## src/rtl/counter_pkg.sv

```systemverilog
// rtl/counter_pkg.sv - shared constants and sizing helper for the counter block
package counter_pkg;

    localparam logic DIR_UP = 1'b1;
    localparam logic DIR_DN = 1'b0;

    localparam bit MODE_WRAP = 1'b0;
    localparam bit MODE_SAT  = 1'b1;

    // Bits needed to hold values 0..n-1; returns 0 for n <= 1.
    function automatic int clog2(input int n);
        int r;
        r = 0;
        for (int v = n - 1; v > 0; v = v >> 1) begin
            r = r + 1;
        end
        return r;
    endfunction

endpackage

```

## src/rtl/counter_prescaler.sv

```systemverilog
// rtl/counter_prescaler.sv - divides the enable into one tick every PRESC enabled cycles
module counter_prescaler
    import counter_pkg::*;
#(
    parameter int PRESC = 1
) (
    input  logic clk,
    input  logic rst,
    input  logic en,
    input  logic restart,
    output logic tick
);

    localparam int PCW = (clog2(PRESC) < 1) ? 1 : clog2(PRESC);
    localparam logic [PCW-1:0] PC_LAST = PCW'(PRESC - 1);
    localparam logic [PCW-1:0] PC_ONE  = PCW'(1);

    logic [PCW-1:0] pc;

    // Enabled-cycle counter; clr/ld throw away any partial prescale.
    always_ff @(posedge clk) begin
        if (rst || restart) begin
            pc <= '0;
        end else if (en) begin
            if (pc == PC_LAST) begin
                pc <= '0;
            end else begin
                pc <= pc + PC_ONE;
            end
        end
    end

    // With PRESC == 1 every enabled cycle is a step.
    assign tick = (PRESC == 1) ? en : (en && (pc == PC_LAST));

endmodule

```

## src/rtl/counter_mod.sv

```systemverilog
// rtl/counter_mod.sv - up/down modulus counter with load, prescaler, tc pulse and sticky overflow
module counter_mod
    import counter_pkg::*;
#(
    parameter int             W     = 8,
    parameter logic [W-1:0]   IV    = {W{1'b1}},
    parameter logic [W-1:0]   MAXV  = {W{1'b1}},
    parameter bit             SAT   = MODE_WRAP,
    parameter int             PRESC = 1
) (
    input  logic         clk,
    input  logic         rst,
    input  logic         clr,
    input  logic         ld,
    input  logic [W-1:0] d,
    input  logic         en,
    input  logic         dir,
    output logic [W-1:0] q,
    output logic         tc,
    output logic         ovf,
    output logic         zero
);

    localparam logic [W-1:0] ONE = {{(W-1){1'b0}}, 1'b1};

    generate
        if (IV > MAXV) begin : g_bad_iv
            $error("counter_mod: IV must not exceed MAXV");
        end
        if (PRESC < 1) begin : g_bad_presc
            $error("counter_mod: PRESC must be at least 1");
        end
    endgenerate

    logic tick;

    counter_prescaler #(
        .PRESC(PRESC)
    ) u_prescaler (
        .clk    (clk),
        .rst    (rst),
        .en     (en),
        .restart(clr | ld),
        .tick   (tick)
    );

    // Count register: rst > clr > ld > step > hold; the range check against MAXV replaces 2^W wrap.
    always_ff @(posedge clk) begin
        if (rst || clr) begin
            q   <= IV;
            tc  <= 1'b0;
            ovf <= 1'b0;
        end else if (ld) begin
            q  <= (d > MAXV) ? MAXV : d;
            tc <= 1'b0;
        end else if (tick) begin
            if (dir == DIR_UP) begin
                if (q < MAXV) begin
                    q  <= q + ONE;
                    tc <= 1'b0;
                end else begin
                    q   <= (SAT == MODE_SAT) ? q : '0;
                    tc  <= 1'b1;
                    ovf <= 1'b1;
                end
            end else begin
                if (q != '0) begin
                    q  <= q - ONE;
                    tc <= 1'b0;
                end else begin
                    q   <= (SAT == MODE_SAT) ? q : MAXV;
                    tc  <= 1'b1;
                    ovf <= 1'b1;
                end
            end
        end else begin
            tc <= 1'b0;
        end
    end

    assign zero = (q == '0);

endmodule

```

## config.mk

```make
export PLATFORM = sky130hd
export DESIGN_NAME = counter_mod
export DESIGN_NICKNAME = d
export VERILOG_FILES = /design/src/rtl/counter_pkg.sv /design/src/rtl/counter_prescaler.sv /design/src/rtl/counter_mod.sv
export SDC_FILE = /design/constraint.sdc
export NUM_CORES = 1
export LEC_CHECK = 0
export CORE_UTILIZATION = 45
export CTS_CLUSTER_DIAMETER = 100
export DETAILED_ROUTE_END_ITERATION = 10
export GPL_TIMING_DRIVEN = 0
export PLACE_DENSITY = 0.83
export SLEW_MARGIN = 20
export SYNTH_ARGS = -nofsm -noshare
export SYNTH_HDL_FRONTEND = slang
export SYNTH_SLANG_ARGS = --single-unit
```

## constraint.sdc

```tcl
create_clock -name clk -period 2.15 [get_ports clk]
set_clock_uncertainty 0.15 [all_clocks]
set_input_delay 0.5375 -clock clk [delete_from_list [all_inputs] [get_ports clk]]
set_output_delay 0.5375 -clock clk [all_outputs]
set_load 0.01 [all_outputs]
```

==> results of run 1 <==
==> metal layers <==
layer | global-route usage [%] | wire length (um) | vias to the layer above
li1 | - | - | 481
met1 | 36.6 | 1040 | 460
met2 | 42.8 | 1240 | 80
met3 | 4.71 | 240 | 18
met4 | 18.2 | 142 | 0
met5 | 0 | 0 | -
==> logic make-up after synthesis <==
logic type / Yosys count / synth area share (%)
mux: 2 / 2.43
compound gates: 34 / 30.0
fa+ha+maj: 3 / 4.29
xor+xnor: 6 / 6.00
buf+inv: 16 / 8.57
simple gates: 42 / 25.9
flops: 10 / 22.9
==> how the worst max path moves through the flow <==
stage / cells after the start / to / startpoint
3_5_place_dp: 5 / zero / q[0]
6_report: 5 / zero / q[1]
5_1_grt: 5 / zero / q[1]
3_3_place_gp: 5 / zero / q[0]
2_1_floorplan: 4 / zero / q[0]
4_1_cts: 5 / zero / q[1]
==> cell usage after synthesis (2+ instances only) <==
master,number
a211oi_1,3
a21oi_1,5
buf_2,3
clkbuf_1,4
dfxtp_1,10
ha_1,3
inv_1,7
nand2_1,9
nand2b_1,2
nand3_1,4
nor2_1,5
nor3_1,9
nor3b_1,4
o2111ai_1,2
o211ai_1,5
o21ai_0,7
xnor2_1,2
xor2_1,4
==> layout by cell type, fill, tap and decap left out, types with 2 or more instances in the layout <==
cell type	Yosys	final
nor2_1	5	4
o211ai_1	5	5
dfxtp_1	10	8
nor3_1	9	9
clkbuf_1	4	3
nand3_1	4	4
buf_2	3	2
xor2_1	4	4
xnor2_1	2	2
o21ai_0	7	7
clkbuf_4	0	3
buf_6	1	2
clkdlybuf4s50_1	0	21
buf_4	1	9
nand2_1	9	9
inv_4	0	2
a21oi_1	5	5
dfxtp_4	0	2
o2111ai_1	2	2
a211oi_1	3	3
nand2b_1	2	2
nor3b_1	4	4
inv_1	7	5
ha_1	3	2
==> timing repair <==
item,4_1_cts,5_1_grt
gates resized for setup,18,0
endpoints found under the setup margin,1,1
buffers inserted,7,0
hold endpoints to repair,0,0
hold buffers,0,0
pin swaps,2,0
==> report_power, final <==
part / leakage, uW / switching [uW] / internal (uW)
combinational: 0.000365 / 85.6 / 83.8
clock: 0.0000210 / 76.7 / 103
sequential: 0.0000821 / 11.9 / 193
==> flip-flops by register name (all words and copies together) (netlist names) <==
| register | flops |
|---|---|
| tc | 1 |
| q | 8 |
| ovf | 1 |
==> final cells by class <==
cell class,count,area share (%)
Sequential cell,10,16.6
Inverter,7,2.51
Tap cell,25,2.51
Buffer,8,3.81
Multi-Input combinational cell,87,49.7
Timing Repair Buffer,29,21.9
Clock buffer,4,2.91
==> worst reg2reg max path: stages (launching register included) <==
cell	delay (ps)
dfxtp_4	360
inv_4	60
ha_4	130
buf_4	100
or3b_2	490
a2111oi_4	310
o211ai_1	130
o211ai_1	110
==> per-stage QoR <==
step	worst slack (ps)	power [uW]	utilization (%)	hold slack (ps)	TNS, ps
after detailed placement	-602	364	63.2	290	-602
after global routing	-122	581	70.0	323	-122
after floorplan	81.6	305	-	320	0
final	-102	554	70.0	299	-102
after CTS	-67.3	548	70.0	300	-67.3
after global placement	-582	359	63.2	286	-582
==> flow_summary.ini, run 1 <==
[run_status]
status = complete, but fails checks
violations = negative setup slack

[global_route]
antenna_found_initial = 0
grt_usage_pct = 28.3
grt_pass1_vias = 891
grt_pass1_wl_um = 4200
grt_max_degree = 11
overflow = 0

[route]
wirelength_um = 2660
ant_nets = 0
vias_per_cell = 6.11
drtIter0Drc = 65
dr_total_vias = 1039
first_pass_iters = 4
drc = 0
wl_per_cell_um = 15.6

[cts]
tritoncts = built
cts-buffers-inserted = 3
ctsHtreeMaxLevel = 1
clock_latency_ps = 280
clock-sinks = 10
clockBufferDepth = 2
root_buffer = clkbuf_4
cts.clk_slew.worst_paths_ps = 70

[timing]
final_max_slew_viol_count = 0
setup_viol = 1
max_freq_mhz = 444
layout_min_cycle_time_ps = 2250
fin_crit_sh_pct = 105
relSlewSlack_pct = 65.5
worst_slack_ps = -102
hold_viol = 0
rsz0062_at_grt = yes
worstMarginPinSlew_ps = 517

[run]
drv_cap = 0

[synth]
synthCells = 113
yosys.area.top_type_share_pct = 22.9
avgSynthCellArea_sq_um = 7.75
ys_types = 43
ys_seq_elements = 10
syn_nets = 130
synth_edf_count = 0
synthTopCellsByArea = dfxtp_1, nor3_1, ha_1
async_reset_ff_share_pct = 0
yosysSeqAreaShare_pct = 22.9
synth-main-ff-cell = dfxtp_1
synth_area_sq_um = 876
yosysWarnings = 0
yosys.area.top_type = dfxtp_1

[final_layout]
multi_input_area_sq_um = 621
area_growth_pct = 42.6
diodes = 0
fillerInstances = 129
seqCellArea_sq_um = 208
final_cells = 170
stdcell_area_sq_um = 1250
nNetsFinal = 163
drive_above_1_share_pct = 20.7

[floorplan]
design.core.area_sq_um = 1780
initial_core_util_pct = 49.1
num_rows = 15
io_pins = 25
die_h_um = 46.1
die-width_um = 46.1
die_area_sq_um = 2130

[worst_setup_path]
end_kind = output pin
worstPathArrival_ps = 1560
cp.buffers_inverters = 2
rrSetupSlack_ps = 240
critical-path-top-delay-family = simple AND/OR/NAND/NOR gates
slowest_stage = or4b_4
worstPathRequired_ps = 1460
path_cells = inv_4 > ha_4 > or4b_4 > nor2_4 > buf_6
worst_setup_path_start_kind = flop
reg2reg_from = q[1]
worstSetupPathType = flop to output pin
r2r-end = q[7]
critPathMaxFanout = 2
r2r_cells = 7
cp_slowest_stage_delay_ps = 480

[place]
dpl_cell_area_sq_um = 1130
gp_congestion = 0.895
dp_hpwl_um = 1730
portBuffers = 22
dp_cells = 160

[hold_path]
hold_depth = 2
hold_start = ovf
min_delay_worst_endpoint = ovf
hp-class = flop to flop

[pwr]
p_leak_uw = 0.000468
p_per_area_nw_per_um2 = 443
irDropWorstVdd_v = 0.000298
Power figures use the tool's default switching activity.
==> run 2, diff against run 1 <==
--- a/config.mk
+++ b/config.mk
@@ -9,7 +9,7 @@
 export CTS_CLUSTER_DIAMETER = 100
 export DETAILED_ROUTE_END_ITERATION = 10
 export GPL_TIMING_DRIVEN = 0
-export PLACE_DENSITY = 0.83
+export PLACE_DENSITY_LB_ADDON = 0.08
 export SLEW_MARGIN = 20
 export SYNTH_ARGS = -nofsm -noshare
 export SYNTH_HDL_FRONTEND = slang
==> run 2 against run 1 <==
Compared with the run above: first-iteration DRC count shrank 42%; final cell count is 0.59% lower; critical endpoint unchanged; setup slack better by 61 ps; worst hold slack gained 9.6 ps; the flow still finishes with violations (negative setup slack); largest cell class unchanged.
==> flow_summary.ini, run 2 (synthesized netlist as in run 1, its figures left out) <==
[cts]
cts-buffers-inserted = 3
clockBufferDepth = 2
cts.clk_slew.worst_paths_ps = 70
tritoncts = built
ctsHtreeMaxLevel = 1
cts_hold_buffers = 0
root_buffer = clkbuf_4
clock_latency_ps = 270
clock-sinks = 10

[pwr]
power.share.combinational_pct = 32.8
p_clk_share_pct = 26.9
internal_power_uw = 341
finalPower_uw = 508
p_per_area_nw_per_um2 = 408
pwr-share-seq_pct = 40.3
irDropWorstVdd_v = 0.000265
switching_share_pct = 32.8
p_leak_uw = 0.000464
switchingPower_uw = 166

[place]
gp_congestion = 0.919
dp_hpwl_um = 1710
portBuffers = 22

[timing]
rsz0062_at_grt = yes
hold_viol = 0
final_max_slew_viol_count = 0
relSlewSlack_pct = 66.6
whs_ps = 308
max_freq_mhz = 456
setup_viol = 1
worst_slack_ps = -40.8
worstMarginPinSlew_ps = 501
layout_min_cycle_time_ps = 2190
fin_crit_sh_pct = 102

[worst_setup_path]
cp_slowest_stage_delay_ps = 470
path_cells = inv_4 > ha_4 > or4b_4 > nor2_4 > buf_6
critPathMaxFanout = 2
worstPathArrival_ps = 1500
critical-path-top-delay-family = simple AND/OR/NAND/NOR gates
cp.buffers_inverters = 2
worst_setup_path_start_kind = flop
slowest_stage = or4b_4
worstPathRequired_ps = 1460
end_kind = output pin
rrSetupSlack_ps = 190
worstSetupPathType = flop to output pin

[run_status]
status = complete, but fails checks
violations = negative setup slack

[final_layout]
regMostFlops = q
area_growth_pct = 42.0
drive_above_1_share_pct = 20.8
largest_reg_flops = 8
nNetsFinal = 163
diodes = 0
utilization_pct = 69.8
final_cell_mix = clkdlybuf4s50_1, nor3_1, nand2_1
final_common_cell = clkdlybuf4s50_1
reg_top3 = q (8), ovf (1), tc (1)

[route]
drc = 0
wl_per_cell_um = 14.5
drtIter0Drc = 38
wirelength_um = 2460
ant_nets = 0
dr_total_vias = 981
first_pass_iters = 4
vias_per_cell = 5.80

[floorplan]
die_area_sq_um = 2130
initial_core_util_pct = 49.1
die_h_um = 46.1
num_rows = 15
die-width_um = 46.1
io_pins = 25
design.core.area_sq_um = 1780

[run]
drv_cap = 0

[hold_path]
hp-class = flop to flop

[global_route]
grt_max_degree = 11
grt_pass1_vias = 814
overflow = 0
antenna_found_initial = 0
grt_pass1_wl_um = 3760
grt_usage_pct = 25.6
[run 2: cell types whose count changed in the layout (fill, tap and decap cells not counted), sizes merged]
cell / delta
clkbuf: -1
[run 2: per-layer routing]
layer / wire length, um / vias to the layer above / GRT usage (%)
met1: 1100 / 461 / 34.7
met3: 119 / 5 / 2.35
met5: 0 / - / 0
met2: 1190 / 36 / 41.1
met4: 39 / 0 / 10.6
li1: - / 479 / -
[run 2: layout make-up]
cell class / count / area [sq um]
Buffer: 8 / 51.3
Clock buffer: 3 / 22.5
Fill cell: 151 / 539
Inverter: 7 / 31.3
Multi-Input combinational cell: 87 / 626
Sequential cell: 10 / 208
Tap cell: 25 / 31.3
Timing Repair Buffer: 29 / 274
[run 2: metrics by stage]
step           instances  worst slack [ps]  instance area [sq um]  TNS, ps
6_report             169             -40.8                   1240    -40.8
5_1_grt              169             -80.1                   1240    -80.1
4_1_cts              169             -39.9                   1240    -39.9
3_5_place_dp         160              -590                   1130     -597
3_3_place_gp         160              -613                   1130     -613
2_1_floorplan        113              81.6                    876        0
[run 2: final timing paths]
check / to / cells after the start / from
setup / recovery: zero / 5 / q[1]
hold / removal: ovf / 2 / ovf
setup reg to reg: ovf / 7 / q[1]
hold reg to reg: ovf / 2 / ovf
[run 2: power groups by stage]
stage	logic (uW)	clock network, uW	registers, uW
floorplan	94.5	0	211
global placement	151	0	208
detailed placement	154	0	208
CTS	165	135	204
global route	182	149	206
finish	167	137	205
[run 2: worst min-delay path, cell delays in order (launching register included)]
cell     delay [ps]
dfxtp_1         310
inv_1            50
a21oi_1          50
[run 2: timing repair]
action / 4_1_cts / 5_1_grt
pin swaps: 2 / 0
gates resized for setup: 19 / 1
endpoints found under the setup margin: 1 / 1
setup buffers: 7 / 0
cloned: 0 / 0
==> run 3, diff against run 2 <==
--- a/config.mk
+++ b/config.mk
@@ -10,6 +10,7 @@
 export DETAILED_ROUTE_END_ITERATION = 10
 export GPL_TIMING_DRIVEN = 0
 export PLACE_DENSITY_LB_ADDON = 0.08
+export SKIP_CTS_REPAIR_TIMING = 1
 export SLEW_MARGIN = 20
 export SYNTH_ARGS = -nofsm -noshare
 export SYNTH_HDL_FRONTEND = slang
==> run 3 against run 2 <==
Compared with the run above: the run still ends with negative setup slack left; flip-flop and latch count unchanged; non-clock buffer count did not move; die area unchanged; global-route usage down 0.55 points; critical endpoint unchanged.
==> flow_summary.ini, run 3 (synthesized netlist as in run 1, its figures left out) <==
[run_status]
status = complete, but fails checks
violations = negative setup slack

[pwr]
power.share.combinational_pct = 32.7
irDropWorstVdd_v = 0.000266
pwr-share-seq_pct = 40.4
p_clk_share_pct = 26.9
internal_power_uw = 341
p_leak_uw = 0.000460
switchingPower_uw = 166
p_per_area_nw_per_um2 = 411
switching_share_pct = 32.8
finalPower_uw = 508

[global_route]
grt_max_degree = 11
grt_usage_pct = 25.0
overflow = 0
grt_pass1_vias = 784
grt_pass1_wl_um = 3660
antenna_found_initial = 0

[worst_setup_path]
worst_setup_path_start_kind = flop
rrSetupSlack_ps = 190
critPathMaxFanout = 3
worstPathArrival_ps = 1520
end_kind = output pin
worstPathRequired_ps = 1460
worstSetupPathType = flop to output pin

[cts]
cts.clk_slew.worst_paths_ps = 70
clock_latency_ps = 280
tritoncts = built
clockBufferDepth = 2
ctsHtreeMaxLevel = 1
clock-sinks = 10
root_buffer = clkbuf_4
cts-buffers-inserted = 3

[route]
dr_total_vias = 977
wl_per_cell_um = 14.3
drc = 0
first_pass_iters = 4
ant_nets = 0
vias_per_cell = 5.78
drtIter0Drc = 53
wirelength_um = 2410

[final_layout]
fillerInstances = 151
seqCellArea_sq_um = 208
area_growth_pct = 41.0
regMostFlops = q
multi_input_area_sq_um = 621
nNetsFinal = 163
stdcell_area_sq_um = 1230
largest_reg_flops = 8
diodes = 0
final_cell_mix = clkdlybuf4s50_1, buf_4, nor3_1, nand2_1, dfxtp_1
final_common_cell = clkdlybuf4s50_1
reg_top3 = q (8), ovf (1), tc (1)
final_cells = 169
drive_above_1_share_pct = 20.1

[floorplan]
design.core.area_sq_um = 1780
die-width_um = 46.1
initial_core_util_pct = 49.1
die_h_um = 46.1
die_area_sq_um = 2130
num_rows = 15
io_pins = 25

[timing]
setup-tns-final_ps = -61.8
layout_min_cycle_time_ps = 2210
relSlewSlack_pct = 66.1
fin_crit_sh_pct = 103
rsz0062_at_grt = yes
worst_slack_ps = -61.8
setup_viol = 1
worstMarginPinSlew_ps = 508
max_freq_mhz = 452
hold_viol = 0
final_max_slew_viol_count = 0

[place]
dp_cells = 160
dpl_cell_area_sq_um = 1130
gp_congestion = 0.919
portBuffers = 22
dp_hpwl_um = 1710
pre_cts_slack_ps = -590

[hold_path]
hp-class = flop to flop

[run]
drv_cap = 0
[run 3: cell type report]
| cell class | count | share of cell area, % |
|---|---|---|
| Tap cell | 25 | 2.53 |
| Buffer | 8 | 3.85 |
| Clock buffer | 3 | 1.82 |
| Sequential cell | 10 | 16.8 |
| Inverter | 7 | 2.53 |
| Multi-Input combinational cell | 87 | 50.3 |
| Timing Repair Buffer | 29 | 22.2 |
[run 3: per-layer routing]
metal,track usage (%),vias up,wire length (um),share of wire (%)
met3,2.35,5,163,6.8
met2,40.0,47,1120,46
met1,34.0,446,1090,45
li1,-,479,-,-
met4,10.6,0,40,1.7
met5,0,-,0,0
[run 3: worst paths after layout]
check | start | cells after the start | to
setup / recovery | q[1] | 5 | zero
hold reg to reg | ovf | 2 | ovf
setup reg to reg | q[1] | 7 | ovf
hold / removal | ovf | 2 | ovf
[run 3: critical path, stage by stage, from the launching register on]
cell     delay (ps)
dfxtp_4         360
inv_4            60
ha_4            140
or4b_4          470
nor2_4          110
buf_6           110
[run 3: power by group through the flow]
| stage | clock network (uW) | registers, uW | logic (uW) |
|---|---|---|---|
| 2_1_floorplan | 0 | 211 | 94.5 |
| 3_3_place_gp | 0 | 208 | 151 |
| 3_5_place_dp | 0 | 208 | 154 |
| 4_1_cts | 135 | 204 | 157 |
| 5_1_grt | 151 | 206 | 181 |
| 6_report | 137 | 205 | 166 |
[run 3: metrics by stage]
stage / hold slack, ps / utilization (%)
finish: 308 / 69.3
global route: 330 / 69.3
CTS: 310 / 64.5
detailed placement: 297 / 63.2
global placement: 288 / 63.2
floorplan: 320 / -
